### config.mk
export PLATFORM = sky130hd
export DESIGN_NAME = l2_replace_ctrl
export DESIGN_NICKNAME = d
export VERILOG_FILES = /design/src/rtl/l2_replace_ctrl.sv
export SDC_FILE = /design/constraint.sdc
export NUM_CORES = 1
export LEC_CHECK = 0
export BUFFER_PORTS_ARGS = -buffer_cell sky130_fd_sc_hd__buf_2
export CAP_MARGIN = 10
export CORE_AREA = 3 3 40 42
export DETAILED_ROUTE_END_ITERATION = 10
export DIE_AREA = 0 0 43 45
export GPL_ROUTABILITY_DRIVEN = 0
export PLACE_DENSITY = 0.61
export SYNTH_ARGS = -nofsm -noshare
export SYNTH_HDL_FRONTEND = slang
export SYNTH_SLANG_ARGS = --single-unit
### constraint.sdc
create_clock -name clk -period 2.88 [get_ports clk]
set_input_delay 0.432 -clock clk [delete_from_list [all_inputs] [get_ports clk]]
set_output_delay 0.432 -clock clk [all_outputs]
set_load 0.005 [all_outputs]
### src/rtl/l2_replace_ctrl.sv
// ---------------------------------------------------------------------------------------------
// l2_replace_ctrl -- L2 cache miss/replacement control FSM.
//
// Sequences a single outstanding upstream request through tag check, optional dirty-victim
// writeback and line fill. All completion signalling (mem_resp) and LRU promotion come from
// the CHECK state. After a fill the request is re-checked, hits, and completes there. This
// keeps a single point where a request retires.
//
// Ports:
//   clk, rst                 clock; asynchronous active-high reset
//   mem_read, mem_write      upstream request (level, held until mem_resp); both high = write
//   hit, hit_way             tag compare result for the addressed set
//   lru_way                  current LRU way of the addressed set
//   victim_valid/dirty       valid/dirty bits of way lru_way
//   pmem_resp                physical-memory completion pulse
//   mem_resp                 one-cycle completion pulse to upstream
//   lru_load, lru_mru        LRU update strobe and way to promote
//   way_sel                  way targeted by array strobes and writeback address mux
//   tag_load, data_load,
//   valid_set, dirty_set,
//   dirty_clr                array write strobes for way_sel
//   pmem_read, pmem_write    physical-memory requests (level, held until pmem_resp)
// ---------------------------------------------------------------------------------------------
module l2_replace_ctrl #(
    parameter int unsigned WAY_W = 2
) (
    input  logic             clk,
    input  logic             rst,
    input  logic             mem_read,
    input  logic             mem_write,
    input  logic             hit,
    input  logic [WAY_W-1:0] hit_way,
    input  logic [WAY_W-1:0] lru_way,
    input  logic             victim_valid,
    input  logic             victim_dirty,
    input  logic             pmem_resp,
    output logic             mem_resp,
    output logic             lru_load,
    output logic [WAY_W-1:0] lru_mru,
    output logic [WAY_W-1:0] way_sel,
    output logic             tag_load,
    output logic             data_load,
    output logic             valid_set,
    output logic             dirty_set,
    output logic             dirty_clr,
    output logic             pmem_read,
    output logic             pmem_write
);

    typedef enum logic [1:0] {
        StIdle,
        StCheck,
        StWriteback,
        StFill
    } state_e;

    state_e           state_q, state_d;
    logic [WAY_W-1:0] victim_q, victim_d;

    // A simultaneous read and write is serviced as a write.
    logic is_write;
    assign is_write = mem_write;

    always_ff @(posedge clk or posedge rst) begin
        if (rst) begin
            state_q  <= StIdle;
            victim_q <= '0;
        end else begin
            state_q  <= state_d;
            victim_q <= victim_d;
        end
    end

    always_comb begin
        state_d    = state_q;
        victim_d   = victim_q;
        mem_resp   = 1'b0;
        lru_load   = 1'b0;
        lru_mru    = '0;
        way_sel    = '0;
        tag_load   = 1'b0;
        data_load  = 1'b0;
        valid_set  = 1'b0;
        dirty_set  = 1'b0;
        dirty_clr  = 1'b0;
        pmem_read  = 1'b0;
        pmem_write = 1'b0;

        unique case (state_q)
            StIdle: begin
                if (mem_read || mem_write) begin
                    state_d = StCheck;
                end
            end

            StCheck: begin
                // The request is not re-qualified here: a request dropped mid-miss still
                // completes on the post-fill hit.
                if (hit) begin
                    mem_resp = 1'b1;
                    lru_load = 1'b1;
                    lru_mru  = hit_way;
                    way_sel  = hit_way;
                    if (is_write) begin
                        data_load = 1'b1;
                        dirty_set = 1'b1;
                    end
                    state_d = StIdle;
                end else begin
                    // Freeze the victim now; lru_way may move while memory is busy.
                    victim_d = lru_way;
                    if (victim_valid && victim_dirty) begin
                        state_d = StWriteback;
                    end else begin
                        state_d = StFill;
                    end
                end
            end

            StWriteback: begin
                pmem_write = 1'b1;
                way_sel    = victim_q;
                if (pmem_resp) begin
                    state_d = StFill;
                end
            end

            StFill: begin
                pmem_read = 1'b1;
                way_sel   = victim_q;
                if (pmem_resp) begin
                    // Install the line clean; a pending write dirties it on the re-check hit.
                    tag_load  = 1'b1;
                    data_load = 1'b1;
                    valid_set = 1'b1;
                    dirty_clr = 1'b1;
                    state_d   = StCheck;
                end
            end

            default: begin
                state_d = StIdle;
            end
        endcase
    end

endmodule

Yosys cells after proc, flatten, opt, wreduce, memory -nomap -nowiden
Cells that the tools add are included.
{ "op_classes": {"n_eq_ne": 6, "muxes": 19, "bitwise_logic": 1, "reduce_logical": 6} }
{ "op_table": {"columns": ["cell", "count"], "rows": [
  ["2-bit 2-to-1 mux", 6],
  ["1-bit 2-to-1 mux", 10],
  ["2-bit one-hot mux with 4 select lines", 1],
  ["2-bit != test (second input constant)", 3],
  ["2-bit == test (second input constant)", 2],
  ["2-bit one-hot mux with 2 select lines", 1],
  ["3-bit AND reduction", 1],
  ["2-bit by 1-bit == test with 1-bit output (second input constant)", 1],
  ["2-bit zero test", 1],
  ["1-bit one-hot mux with 2 select lines", 1],
  ["2-bit AND reduction", 1],
  ["2-bit OR reduction", 1],
  ["1-bit logical AND", 1],
  ["1-bit logical OR", 1],
  ["1-bit inverter", 1]
]} }
{ "word_totals": {"regBits": 4, "inputBits": 12, "wordCells": 34} }

Longest topological paths before layout
{ "logic_depth": {"word_depth": 4, "ltp_mapped": 5, "mapped_depth_nobuf": 5} }

Worst setup path after synthesis
OpenSTA, ideal clock, no wires.
{ "synth_timing": {"path_kind": "reg2out", "from": "reg state_q[0]", "to": "out data_load", "t_arrival_ns": 1.025, "required_time_ns": 2.448, "setup_slack_ns": 1.423, "path_stages_with_launch": 4, "path_buffers": 0, "cell_sequence": "dfrtp_1 -> ha_1 -> or2_0 -> a21o_1"} }
{ "synth_between": {"elab_chain_len": 2} }
{ "synth_rtl": {"columns": ["item", "line", "rtl"], "rows": [
  ["start, declared", "57", "state_e state_q, state_d;"],
  ["start signal, assigned", "66", "state_q <= StIdle;"],
  ["start signal, assigned", "69", "state_q <= state_d;"],
  ["2-bit == test or 2-bit by 1-bit == test with 1-bit output (tied branches)", "89", "unique case (state_q)"],
  ["1-bit one-hot mux with 2 select lines (*)", "89", null],
  ["end, declared", "42", "output logic data_load,"]
]} }
Every way passes the cells marked *; elsewhere a longest branch is shown, timed or not.

Worst setup path after layout
{ "layout_timing": {"from": "reg state_q[1]", "to": "out data_load"} }
Same word-level chain as after synthesis.

==> key figures <==
Floorplan
  • Initial Utilization: 29.2%
  • Die area: 1940 sq um
  • DIE WIDTH: 43 microns
  • Chip Height: 45 microns
  • Core area: 1280 sq um
  • IO Count: 25
  • Std-Cell Rows: 13

Clocking
  • Setup bufs post-CTS: 0
  • PostCTS Resize Cnt: 0
  • Root Buffer: clkbuf_4
  • Clock Latency Late Sink: 0.23 ns
  • Clock tree from TritonCTS: yes
  • Num CTS Buffers: 3
  • Htree depth: 1
  • Clk slew on worst S/H paths: 0.04 ns
  • Clock Tree Buf Depth: 2
  • Clock net sink count: 4
  • Hold_buf cts: 0

GRT
  • Tot GR Track Use: 9.44%
  • First-pass GRT wire length: 1390 microns
  • Initial antenna violation count: 0
  • Largest net degree at the start of global routing: 7
  • GR Overflow Total: 0
  • Vias in the first global route: 353

Placement
  • Pre-CTS setup slack: 1.25 ns
  • Area post-placement: 492 sq um
  • IO Port Bufs: 24

Setup path
  • Flop2flop setup slack: 1.48 ns
  • Max FO, Critical Path: 4
  • Worst r2r src: state_q[1]$_DFFE_PP0P_
  • CP arrival: 1.44 ns
  • Critical setup path kind: flop to primary output
  • Startpoint Class: flop
  • Critical Path RT: 2.45 ns
  • FF-to-FF End: victim_q[1]$_DFFE_PP0P_
  • Crit end category: primary output
  • Worst Setup EP: data_load
  • Reg2Reg Depth: 4
  • Critical Path Source: state_q[1]$_DFFE_PP0P_

Synth
  • Synthesized netlist cell count: 40
  • Net count after synthesis: 57
  • Register area share after synthesis: 26.7%
  • Syn avg cell area: 9.38 sq um
  • Synth warnings: 0
  • Distinct cells, synth: 19
  • Mapped Area: 375 sq um
  • Yosys reg bits: 4

Cells and area
  • Fin area: 514 sq um
  • Layout cells sized above 1: 51.6%
  • Final-stage net count: 83
  • Synth-to-Final Area Change: 37.0%
  • Most frequent cells in the layout: 24 x buf_2, 5 x inv_1, 5 x ha_1
  • Antenna Cells: 0
  • Commonest non-fill, non-tap cell in the layout: buf_2

STA
  • Slew Limit Fails: 0
  • Setup TNS: 0 ns
  • Max Freq: 535 MHz
  • Tightest Pin Transition: 0.182 ns
  • RSZ-0062 raised after global routing: false
  • Slew headroom: 87.8%
  • Setup ws final: 1.01 ns
  • Minimum clock period: 1.87 ns
  • Clock Skew: 0.00196 ns
  • Crit share post-route: 64.9%
  • Fin. Hold Viols: 0
  • Endpoints failing setup: 0

Power and ir drop
  • P_leak: 0.316 nW
  • Power Dens Cells: 800 nW/um^2
  • Worst vdd ir: 0.000221 V
  • PnR Total Power: 411 uW

Route
  • Antenna-violating nets left: 0
  • Routed WL: 848 microns
  • Routed via count: 349
  • DR WL/cell: 10.7 microns
  • DRT Pass-1 Iters: 2
  • DRC violations left: 0
  • DR iter-0 viols: 2
  • Detail-routed via count per cell: 4.42

Flow run
  • # Max-Cap Violations: 0

Outcome
  • Status: finished clean

Min path
  • HP Class: input port to asynchronous set/reset pin
==> power by group <==
| part | switching (mW) | leakage [nW] | internal, mW |
|---|---|---|---|
| clock network | 0.0243 | 0.0138 | 0.0467 |
| registers | 0.0172 | 0.0480 | 0.0831 |
| logic | 0.112 | 0.254 | 0.128 |
| total | 0.153 | 0.316 | 0.258 |
==> state kept, by name, indices dropped and copies added, names as in the netlist <==
register and cells:
state_q 2, victim_q 2
==> kinds of logic (layout without fill, tap and decap cells) <==
family | Yosys count | in the layout | share of synthesized area, %
AND/OR/NAND/NOR | 11 | 11 | 18.3
AO/OA/AOI/OAI | 8 | 8 | 14.0
buffers and inverters | 8 | 32 | 11.0
adder cells (fa/ha/maj) | 5 | 5 | 16.7
multiplexers | 4 | 4 | 13.3
flip-flops | 4 | 4 | 26.7
==> worst max-delay path: stages (launching register included) <==
cell,delay (ns)
dfrtp_1,0.37
inv_1,0.10
ha_1,0.23
or2_0,0.22
a21o_1,0.17
buf_2,0.12
==> cells in the mapped netlist <==
master     number  area [sq um]
a21oi_1         3          15.0
inv_1           5          18.8
o21ai_0         3          15.0
and2_2          1          7.51
nor2_1          2          7.51
and2_1          1          6.26
and3_2          1          7.51
ha_1            5          62.6
buf_4           3          22.5
mux2i_1         2          20.0
a21o_1          1          7.51
nor2b_4         1          13.8
mux2_4          2          30.0
o2bb2ai_2       1          15.0
dfrtp_1         4           100
or2_0           1          6.26
nand2_1         1          3.75
nand3_1         2          10.0
nand2b_1        1          6.26
==> layout make-up <==
| class | count | area (sq um) |
|---|---|---|
| clock buffer | 3 | 22.5 |
| fill | 136 | 771 |
| inverter | 5 | 18.8 |
| multi-input combinational | 28 | 234 |
| sequential | 4 | 100 |
| tap | 15 | 18.8 |
| timing repair buffer | 24 | 120 |
==> layer usage <==
metal  GRT usage [%]  share of wire, %  vias up  wire length (microns)
met5               0                 0        -                      0
met4            5.42               1.2        0                     10
met3           0.398                10        2                     88
met2            16.8                49       20                    416
met1            11.4                39      148                    333
li1                -                 -      179                      -
==> how the worst min path moves through the flow <==
stage               start                      end  slack (ns)
floorplan             rst   state_q[0]$_DFFE_PP0P_        0.20
global placement      rst  victim_q[0]$_DFFE_PP0P_        0.32
detailed placement    rst  victim_q[1]$_DFFE_PP0P_        0.32
CTS                   rst   state_q[1]$_DFFE_PP0P_        0.08
global route          rst  victim_q[0]$_DFFE_PP0P_        0.08
finish                rst   state_q[1]$_DFFE_PP0P_        0.08
==> through the flow <==
step | utilization, % | hold WS, ns | std cells
after floorplan | - | 0.198 | 40
after global placement | 38.3 | 0.317 | 76
after detailed placement | 38.3 | 0.323 | 76
after CTS | 40.0 | 0.0753 | 79
after global routing | 40.0 | 0.0818 | 79
final | 40.0 | 0.0763 | 79
Power figures use the tool's default switching activity.
